## config.mk

```make
export PLATFORM = sky130hd
export DESIGN_NAME = seven_seg_mux_ctrl
export DESIGN_NICKNAME = d
export VERILOG_FILES = /design/src/rtl/seven_seg_mux_ctrl.sv
export SDC_FILE = /design/constraint.sdc
export NUM_CORES = 1
export LEC_CHECK = 0
export ABC_AREA = 1
export CORE_MARGIN = 1.5
export CORE_UTILIZATION = 54
export DETAILED_ROUTE_END_ITERATION = 7
export GPL_TIMING_DRIVEN = 1
export PLACE_DENSITY_LB_ADDON = 0.05
export SYNTH_ARGS = -nofsm -noshare
export SYNTH_HDL_FRONTEND = slang
export SYNTH_SLANG_ARGS = --single-unit
```

## constraint.sdc

```tcl
create_clock -name clk -period 3.08 [get_ports clk]
set_clock_uncertainty 0.2 [all_clocks]
set_input_delay 0.616 -clock clk [delete_from_list [all_inputs] [get_ports clk]]
set_output_delay 0.616 -clock clk [all_outputs]
set_load 0.05 [all_outputs]
```

## src/rtl/seven_seg_mux_ctrl.sv

```systemverilog
// seven_seg_mux_ctrl: time-multiplexes one hex decoder across two seven-segment digits with blanking gaps
//
// Ports:
//   clk        in   system clock, rising-edge active
//   reset      in   asynchronous active-low reset
//   s0, s1     in   [3:0] hex nibbles for digit 0 / digit 1
//   blank_req  in   forces both enables low without disturbing sequencing
//   s          out  [3:0] nibble to the shared decoder
//   en0, en1   out  digit enables, active-high, never both high
//   digit      out  index of the digit owning s
module seven_seg_mux_ctrl #(
   parameter int REFRESH_CYCLES = 24000,
   parameter int BLANK_CYCLES   = 1000
) (
   input  logic       clk,
   input  logic       reset,
   input  logic [3:0] s0,
   input  logic [3:0] s1,
   input  logic       blank_req,
   output logic [3:0] s,
   output logic       en0,
   output logic       en1,
   output logic       digit
);
   localparam int MAXC = (REFRESH_CYCLES > BLANK_CYCLES) ? REFRESH_CYCLES : BLANK_CYCLES;
   localparam int CW   = $clog2(MAXC);
   localparam logic [CW-1:0] LAST_R = CW'(REFRESH_CYCLES - 1);
   localparam logic [CW-1:0] LAST_B = CW'(BLANK_CYCLES - 1);
   // Encoding chosen so the sequence is a plain increment and bit 1 is the owning digit
   localparam logic [1:0] DISP0  = 2'd0;
   localparam logic [1:0] BLANK0 = 2'd1;
   localparam logic [1:0] DISP1  = 2'd2;
   localparam logic [1:0] BLANK1 = 2'd3;

   logic [1:0]    r_state;
   logic [CW-1:0] r_cnt;
   logic [3:0]    r_s;
   logic          r_en0;
   logic          r_en1;
   logic          w_last;
   logic [1:0]    w_next;

   always_comb begin
      w_last = r_cnt == (r_state[0] ? LAST_B : LAST_R);
      w_next = w_last ? r_state + 2'd1 : r_state;
   end

   // r_s only loads on DISP entry, so it doubles as the latched nibble and holds through BLANK
   always_ff @(posedge clk or negedge reset) begin
      if (!reset) begin
         r_state <= BLANK1;
         r_cnt   <= '0;
         r_s     <= 4'd0;
         r_en0   <= 1'b0;
         r_en1   <= 1'b0;
      end else begin
         r_state <= w_next;
         r_cnt   <= w_last ? '0 : r_cnt + CW'(1);
         r_s     <= (w_last && w_next == DISP0) ? s0 : (w_last && w_next == DISP1) ? s1 : r_s;
         r_en0   <= (w_next == DISP0) & ~blank_req;
         r_en1   <= (w_next == DISP1) & ~blank_req;
      end
   end

   assign s     = r_s;
   assign en0   = r_en0;
   assign en1   = r_en1;
   assign digit = r_state[1];
endmodule

```

# After elaboration in Yosys (flattened, before gate mapping)
# Index checks and enable logic that the tools add are counted.
# totals
inputBits,11
out_inout_bits,7
word_cells,21
register_bits,23
# classes
n_reduce_logical,4
n_bitwise,3
addsub,2
eq_ne,2
muxes,5
# ops
op,n
2-to-1 mux 15 bit,2
adder 15 x 1 -> 15 bit (second input constant),1
equality test 15 bit,1
2-to-1 mux 4 bit,2
adder 2 x 1 -> 2 bit (second input constant),1
bitwise AND 1 bit,2
equality test 2 bit (second input constant),1
logical AND 1 bit,2
zero test 2 bit,1
2-to-1 mux 2 bit,1
nonzero test 2 bit,1
NOT 1 bit,1

# Depth between registers and ports, before layout
# Gate-level depths: netlist (run 1).
# depth
ltp_word,7
mapped_depth,15
mapped_depth_nobuf,15

# Worst setup path after synthesis (run 1)
# Ideal clock, no wire load.
# synth_path
path_type,register to register
startpoint,register r_state[0]
endpoint,"register r_s[0], in the netlist s[0]"
setup_time_ns,0.066
arrival_time_ns,1.867
n_path_buf,0
required_time_ns,2.814
path_slack_ns,0.948
period_less_slack_ns,2.132
path_stages_with_launch,14
path_cell_list,dfstp_2 > nand2_1 > nand2_1 > nand3_1 > nand3b_1 > inv_1 > o21ai_0 > inv_1 > ha_1 > nor2_8 > nand3_4 > nand2_1 > nand3_1 > nand2_1
# synth_between
elab_chain_cells,6
word_cells_on_any_way,10
classes_between,add/sub: 1; eq/ne: 2; mux: 3; reduce/logical: 4
# synth_rtl
item,line,rtl
from (decl),35,logic [1:0] r_state;
from (signal assigned),57,r_state <= w_next;
2-to-1 mux 15 bit,44,w_last = r_cnt == (r_state[0] ? LAST_B : LAST_R);
equality test 15 bit,44,
2-to-1 mux 2 bit (*),45,w_next = w_last ? r_state + 2'd1 : r_state;
via w_next[0],41,logic [1:0] w_next;
equality test 2 bit or zero test 2 bit (tied branches),59,r_s <= (w_last && w_next == DISP0) ? s0 : (w_last && w_next == DISP1) ? s1 : r_s;
logical AND 1 bit,59,
nonzero test 2 bit (no line) or 2-to-1 mux 4 bit (tied branches),-,
to (signal assigned),59,
to (decl),37,logic [3:0] r_s;
# The timed path passes the listed nets; every way through them passes the cells marked *.
# A chain may end at the register's enable or synchronous reset.

# Final worst setup path (run 1)
# layout_path
startpoint,register r_state[1]
endpoint,output port digit
# layout_lines
item,line,rtl
to (decl),23,output logic digit
# No word-level cell between the ends.

==> results of run 1 <==
## cell type report
type / count / area share [%]
flip-flops and latches: 23 / 36.52
inverters: 32 / 7.589
well taps: 28 / 2.213
repair buffers: 18 / 11.23
clock buffers: 4 / 1.660
multi-input cells: 113 / 40.79
## worst min-delay path: stages, from the launching register on
cell	delay [ps]
dfrtp_1	380
nand2_1	50
nand2_1	50
## report_power, final
group	switching (W)	leakage, nW	internal (W)
clock	0.0000916	0.0150	0.0000506
combinational	0.0000123	0.481	0.0000144
sequential	0.000000305	0.276	0.000303
## logic make-up (layout without fill, tap and decap cells)
family,after synthesis,in the layout
compound gates,21,21
fa+ha+maj,2,2
buf+inv,32,54
flops,23,23
simple gates,90,90
## per-stage QoR
stage	hold WS, ps	cell area (µm²)	utilization (%)	std cells	power, W
detailed placement	269.7	1556	68.39	214	0.0003360
CTS	308.2	1583	69.54	218	0.0004779
floorplan	120.4	1344	-	168	0.0003144
global placement	266.9	1556	68.39	214	0.0003360
global route	331.3	1583	69.54	218	0.0004933
finish	306.8	1583	69.54	218	0.0004720
## worst max-delay path by stage
stage                     startpoint  endpoint  slack, ps  cells past startpoint
after floorplan           r_state[0]      s[0]        950                     13
after global placement    r_state[0]      s[1]        810                     13
after detailed placement  r_state[0]      s[3]        750                     13
after CTS                 r_state[1]     digit        570                      1
after global routing      r_state[1]     digit        530                      1
final                     r_state[1]     digit        580                      1
## cell usage in the layout, fill, tap and decap left out, types with 4 or more instances in the layout
cell and n:
a21oi_1 8, clkdlybuf4s50_1 17, dfrtp_1 21, inv_1 27
inv_2 5, nand2_1 39, nand3_1 12, nand4_1 4
nor2_1 16, nor3_1 4, o21ai_0 10
## metal layers
metal  global-route usage (%)  routed length [µm]  share of wire, %  vias up
met5                        0                   0                 0        -
met4                    10.26                  67               2.4        0
met3                    3.672                  95               3.4        7
met2                    36.25                1322                48       24
met1                    28.83                1288                46      549
li1                         -                   -                 -      586
## sequential cells by signal, indices dropped and copies added, names as in the netlist
| register | flops |
|---|---|
| en0 | 1 |
| en1 | 1 |
| r_cnt | 15 |
| r_state | 2 |
| s | 4 |
==> results.toml, run 1 <==
[hold_path]
holdCritPathClass = "reg2reg"
min-delay-start = "s[2]"
min_to = "s[2]"
worstHoldPathCells = 2

[timing]
rsz0062_at_grt = "false"
setup_tns_ps = 0
hold_violations = 0
slew_headroom_pct = 65.53
worst_pin_slew_ps = 515.4
setup_viol = 0
clock.fmax_mhz = 400.4
layout_setup_ws_ps = 582.3
fin_crit_sh_pct = 81.09
period_needed_ps = 2498
slew_violations = 0

[outcome]
status = "complete, no violations"

[placement]
dp_hpwl_um = 2186
routabilityCongestion = 0.9017
io_buffers = 17
dp_slack_ps = 745.3

[worst_setup_path]
worstPathArrival_ps = 1680
regToRegStartpoint = "r_state[0]"
required_ps = 2260
cp_slowest_cell = "clkdlybuf4s50_1"
path_buf_inv = 1
reg2reg_depth = 13
cp_top_family = "buffers and inverters"
r2r_slack_ps = 720
start_kind = "register"
critPathMaxStageDelay_ps = 800
path_max_fanout = 3
critPathCaptureType = "output pin"
cp_cell_sequence = "clkdlybuf4s50_1"
regToRegEndpoint = "s[3]"
path_class = "reg2out"

[cts]
cts-resized-gates = 0
cts_sinks = 23
h-tree-depth = 1
root_buffer = "clkbuf_4"
clk_latency_ps = 310
cts_buffer_depth = 2
numCtsBuffers = 3
post_cts_buffers = 0
cts_hold_buf = 0
clk_pin_slew_ps = 130
tritoncts = "done"

[synth]
netlist.area_leader.share_pct = 39.11
syn_inst = 168
synth_top_family_by_area = "simple AND/OR/NAND/NOR gates"
synth_top_area_cell = "dfrtp_1"
seq_area_frac_synth_pct = 43.02
yosys.area_share.simple_pct = 37.99
synth_compound_area_share_pct = 8.194
synthXorXnorAreaFrac_pct = 0
dominantRegCellSynth = "dfrtp_1"
netlist_area_um2 = 1344
ys_types = 22
synth.most_common_cell = "nand2_1"
yosys-top-cells-count = "nand2_1 (39), inv_1 (27), dfrtp_1 (21)"
synth.ff_latch_count = 23
synth_warnings = 0
synth_nets = 181
synth.area.top_cells = "dfrtp_1 (39%), nand2_1 (11%), inv_1 (7.5%)"
async_reset_ff_share_pct = 100.0
synthAdderAreaFrac_pct = 1.862
synthMuxAreaShare_pct = 0
syn_area_per_cell_um2 = 7.999
synth-edff-count = 0

[pwr]
p_leak_nw = 0.7727
ir_worst_vdd_v = 0.0002783
p_per_area_nw_per_um2 = 298.2

[floorplan]
die_area_um2 = 2797
fp.dieW_um = 52.89
start_util_pct = 59.04
std_cell_rows = 17
fp.dieH_um = 52.89
ios = 18
core_area_um2 = 2276

[cells_and_area]
antenna_cells = 0
syn_to_final_growth_pct = 17.78
n_fill_cell = 180
num-nets-final = 204
layout-drive-gt1-share_pct = 12.63
multiInputGateArea_um2 = 645.6
seq_area_um2 = 578.1

[run]
cap_violations = 0

[routing]
vias = 1166
wl_per_cell_um = 12.72
wl_um = 2773
dr.pass1.iters = 4
route.detailed.drc = 0
drtIter0Drc = 28
vias_per_cell = 5.349
ant_nets = 0

[global_routing]
grt_pass1_wl_um = 4422
antenna_found_initial = 0
overflow = 0
grt_usage_pct = 22.26
grt_pass1_vias = 1040
grt_max_degree = 24
No activity file was read; power rests on OpenSTA's default activity.
==> run 2, diff against run 1 <==
--- a/config.mk
+++ b/config.mk
@@ -7,7 +7,7 @@
 export LEC_CHECK = 0
 export ABC_AREA = 1
 export CORE_MARGIN = 1.5
-export CORE_UTILIZATION = 54
+export CORE_UTILIZATION = 48
 export DETAILED_ROUTE_END_ITERATION = 7
 export GPL_TIMING_DRIVEN = 1
 export PLACE_DENSITY_LB_ADDON = 0.05
==> constraint.sdc (replaced) <==
create_clock -name clk -period 2.1 [get_ports clk]
set_clock_uncertainty 0.2 [all_clocks]
set_input_delay 0.42 -clock clk [delete_from_list [all_inputs] [get_ports clk]]
set_output_delay 0.42 -clock clk [all_outputs]
set_load 0.05 [all_outputs]
==> run 2 against run 1 <==
  * Routed wire length up 17%
  * Cell area up 12%
  * Utilization is 4.3 points lower
  * Via count up 2.7%
  * Largest cell class unchanged
  * Critical path depth grew 12
  * Register-to-register slack worse by 760 ps
  * Combinational power is 47% higher
  * The run now ends with negative setup slack left
  * First-iteration DRC count rose by 3.6%
  * Cell count is 9.6% higher
==> results.toml, run 2 (same netlist as run 1, synthesis figures left out) <==
[routing]
vias_per_cell = 5.008
wl_um = 3244
dr.pass1.iters = 4
vias = 1197
route.detailed.drc = 0
drtIter0Drc = 29
ant_nets = 0
wl_per_cell_um = 13.57

[timing]
setup_viol = 4
slew_headroom_pct = 67.45
worst_pin_slew_ps = 490.2
period_needed_ps = 2140
hold_violations = 0
whs_ps = 220.5
layout_setup_ws_ps = -39.99
slew_violations = 0
rsz0062_at_grt = "true"
fin_crit_sh_pct = 101.9
clock.fmax_mhz = 467.3

[global_routing]
grt_pass1_vias = 1195
grt_pass1_wl_um = 5437
grt_usage_pct = 22.67
grt_max_degree = 24
overflow = 0
antenna_found_initial = 0

[placement]
io_buffers = 17
dp_hpwl_um = 2397
place_area_um2 = 1668
dp_slack_ps = -37.79
routabilityCongestion = 0.8582
placedCellCount = 231

[cts]
cts_sinks = 23
cts_buffer_depth = 2
clk_pin_slew_ps = 150
root_buffer = "clkbuf_4"
numCtsBuffers = 3
clk_latency_ps = 330
tritoncts = "done"
h-tree-depth = 1

[outcome]
status = "finished, violations left"
violations = "negative setup slack"

[floorplan]
std_cell_rows = 19
fp.dieH_um = 55.91
start_util_pct = 49.58
fp.dieW_um = 55.91
core_area_um2 = 2710
die_area_um2 = 3126
ios = 18

[worst_setup_path]
path_class = "reg2reg"
cp_slowest_cell = "dfstp_2"
crit_top_cell = "nand2_2"
start_kind = "register"
critPathMaxStageDelay_ps = 640
required_ps = 2170
worstPathArrival_ps = 2210
regToRegEndpoint = "s[2]"
critPathCaptureType = "register"
cp_cell_sequence = "nand2_2 > nand2_2 > nand3_1 > nand3b_1 > inv_1 > o21ai_2 > inv_2 > ha_4 > nor2_8 > nand3_4 > nand2_2 > nand3_2 > nand2_1"
regToRegStartpoint = "r_state[0]"
r2r_slack_ps = -40
path_max_fanout = 6
reg2reg_depth = 13

[cells_and_area]
antenna_cells = 0
fin_area_um2 = 1768
finalNonFillerCells = 239
regMostFlops = "r_cnt"
n_fill_cell = 246
layout_common_cells = "nand2_1 (35), inv_1 (26), buf_4 (24)"
final_common_cell = "nand2_1"
post-route-util_pct = 65.24
largest_reg_flops = 15
num-nets-final = 222
syn_to_final_growth_pct = 31.56
layout-drive-gt1-share_pct = 29.81

[run]
cap_violations = 0

[pwr]
ir_worst_vdd_v = 0.0004124
p_leak_nw = 0.8651
p_per_area_nw_per_um2 = 400.0

[hold_path]
holdCritPathClass = "in2async"
run 2: metrics by stage:
| stage | TNS (ps) | power, W |
|---|---|---|
| 5_1_grt | -595.9 | 0.0007341 |
| 4_1_cts | 0 | 0.0007120 |
| 6_report | -86.76 | 0.0007072 |
| 3_5_place_dp | -122.5 | 0.0004926 |
| 3_3_place_gp | 0 | 0.0004926 |
| 2_1_floorplan | 0 | 0.0004612 |
run 2: layout make-up:
| class | instances | area (µm²) | share of cell area [%] |
|---|---|---|---|
| clock buffers | 3 | 22.52 | 1.274 |
| well taps | 31 | 38.79 | 2.194 |
| inverters | 32 | 122.6 | 6.936 |
| clock inverters | 1 | 7.507 | 0.4246 |
| repair buffers | 36 | 297.8 | 16.84 |
| flip-flops and latches | 23 | 578.1 | 32.70 |
| multi-input cells | 113 | 700.7 | 39.63 |
run 2: how the worst max path moves through the flow:
stage                           from   end  cells past startpoint
after floorplan           r_state[0]  s[0]                     13
after CTS                 r_state[0]  s[0]                     13
final                     r_state[0]  s[2]                     13
after detailed placement    r_cnt[0]  s[2]                     15
after global routing        r_cnt[1]  s[3]                     15
after global placement      r_cnt[0]  s[1]                     15
run 2: critical path: cells and delay by family (launching register included):
family / cells / cell delay, ps
and+or+nand+nor: 9 / 820
DFF: 1 / 640
adders and majority gates: 1 / 210
buffers and inverters: 2 / 150
AOI/OAI and AO/OA: 1 / 60
run 2: power breakdown:
part,switching (W),internal (W)
logic,0.0000187,0.0000208
registers,0.000000276,0.000444
clock network,0.000151,0.0000728
total,0.000169,0.000538
run 2: what timing repair did:
item,4_1_cts,5_1_grt
buffers inserted,2,2
pin swaps,5,11
gates resized for setup,10,6
endpoints found under the setup margin,6,8
hold buffers,0,0
run 2: per-layer routing:
metal / GRT usage (%) / vias to the layer above / wire length (µm)
li1: - / 610 / -
met4: 11.90 / 0 / 108
met5: 0 / - / 0
met3: 4.651 / 12 / 103
met2: 38.78 / 23 / 1566
met1: 26.78 / 552 / 1465
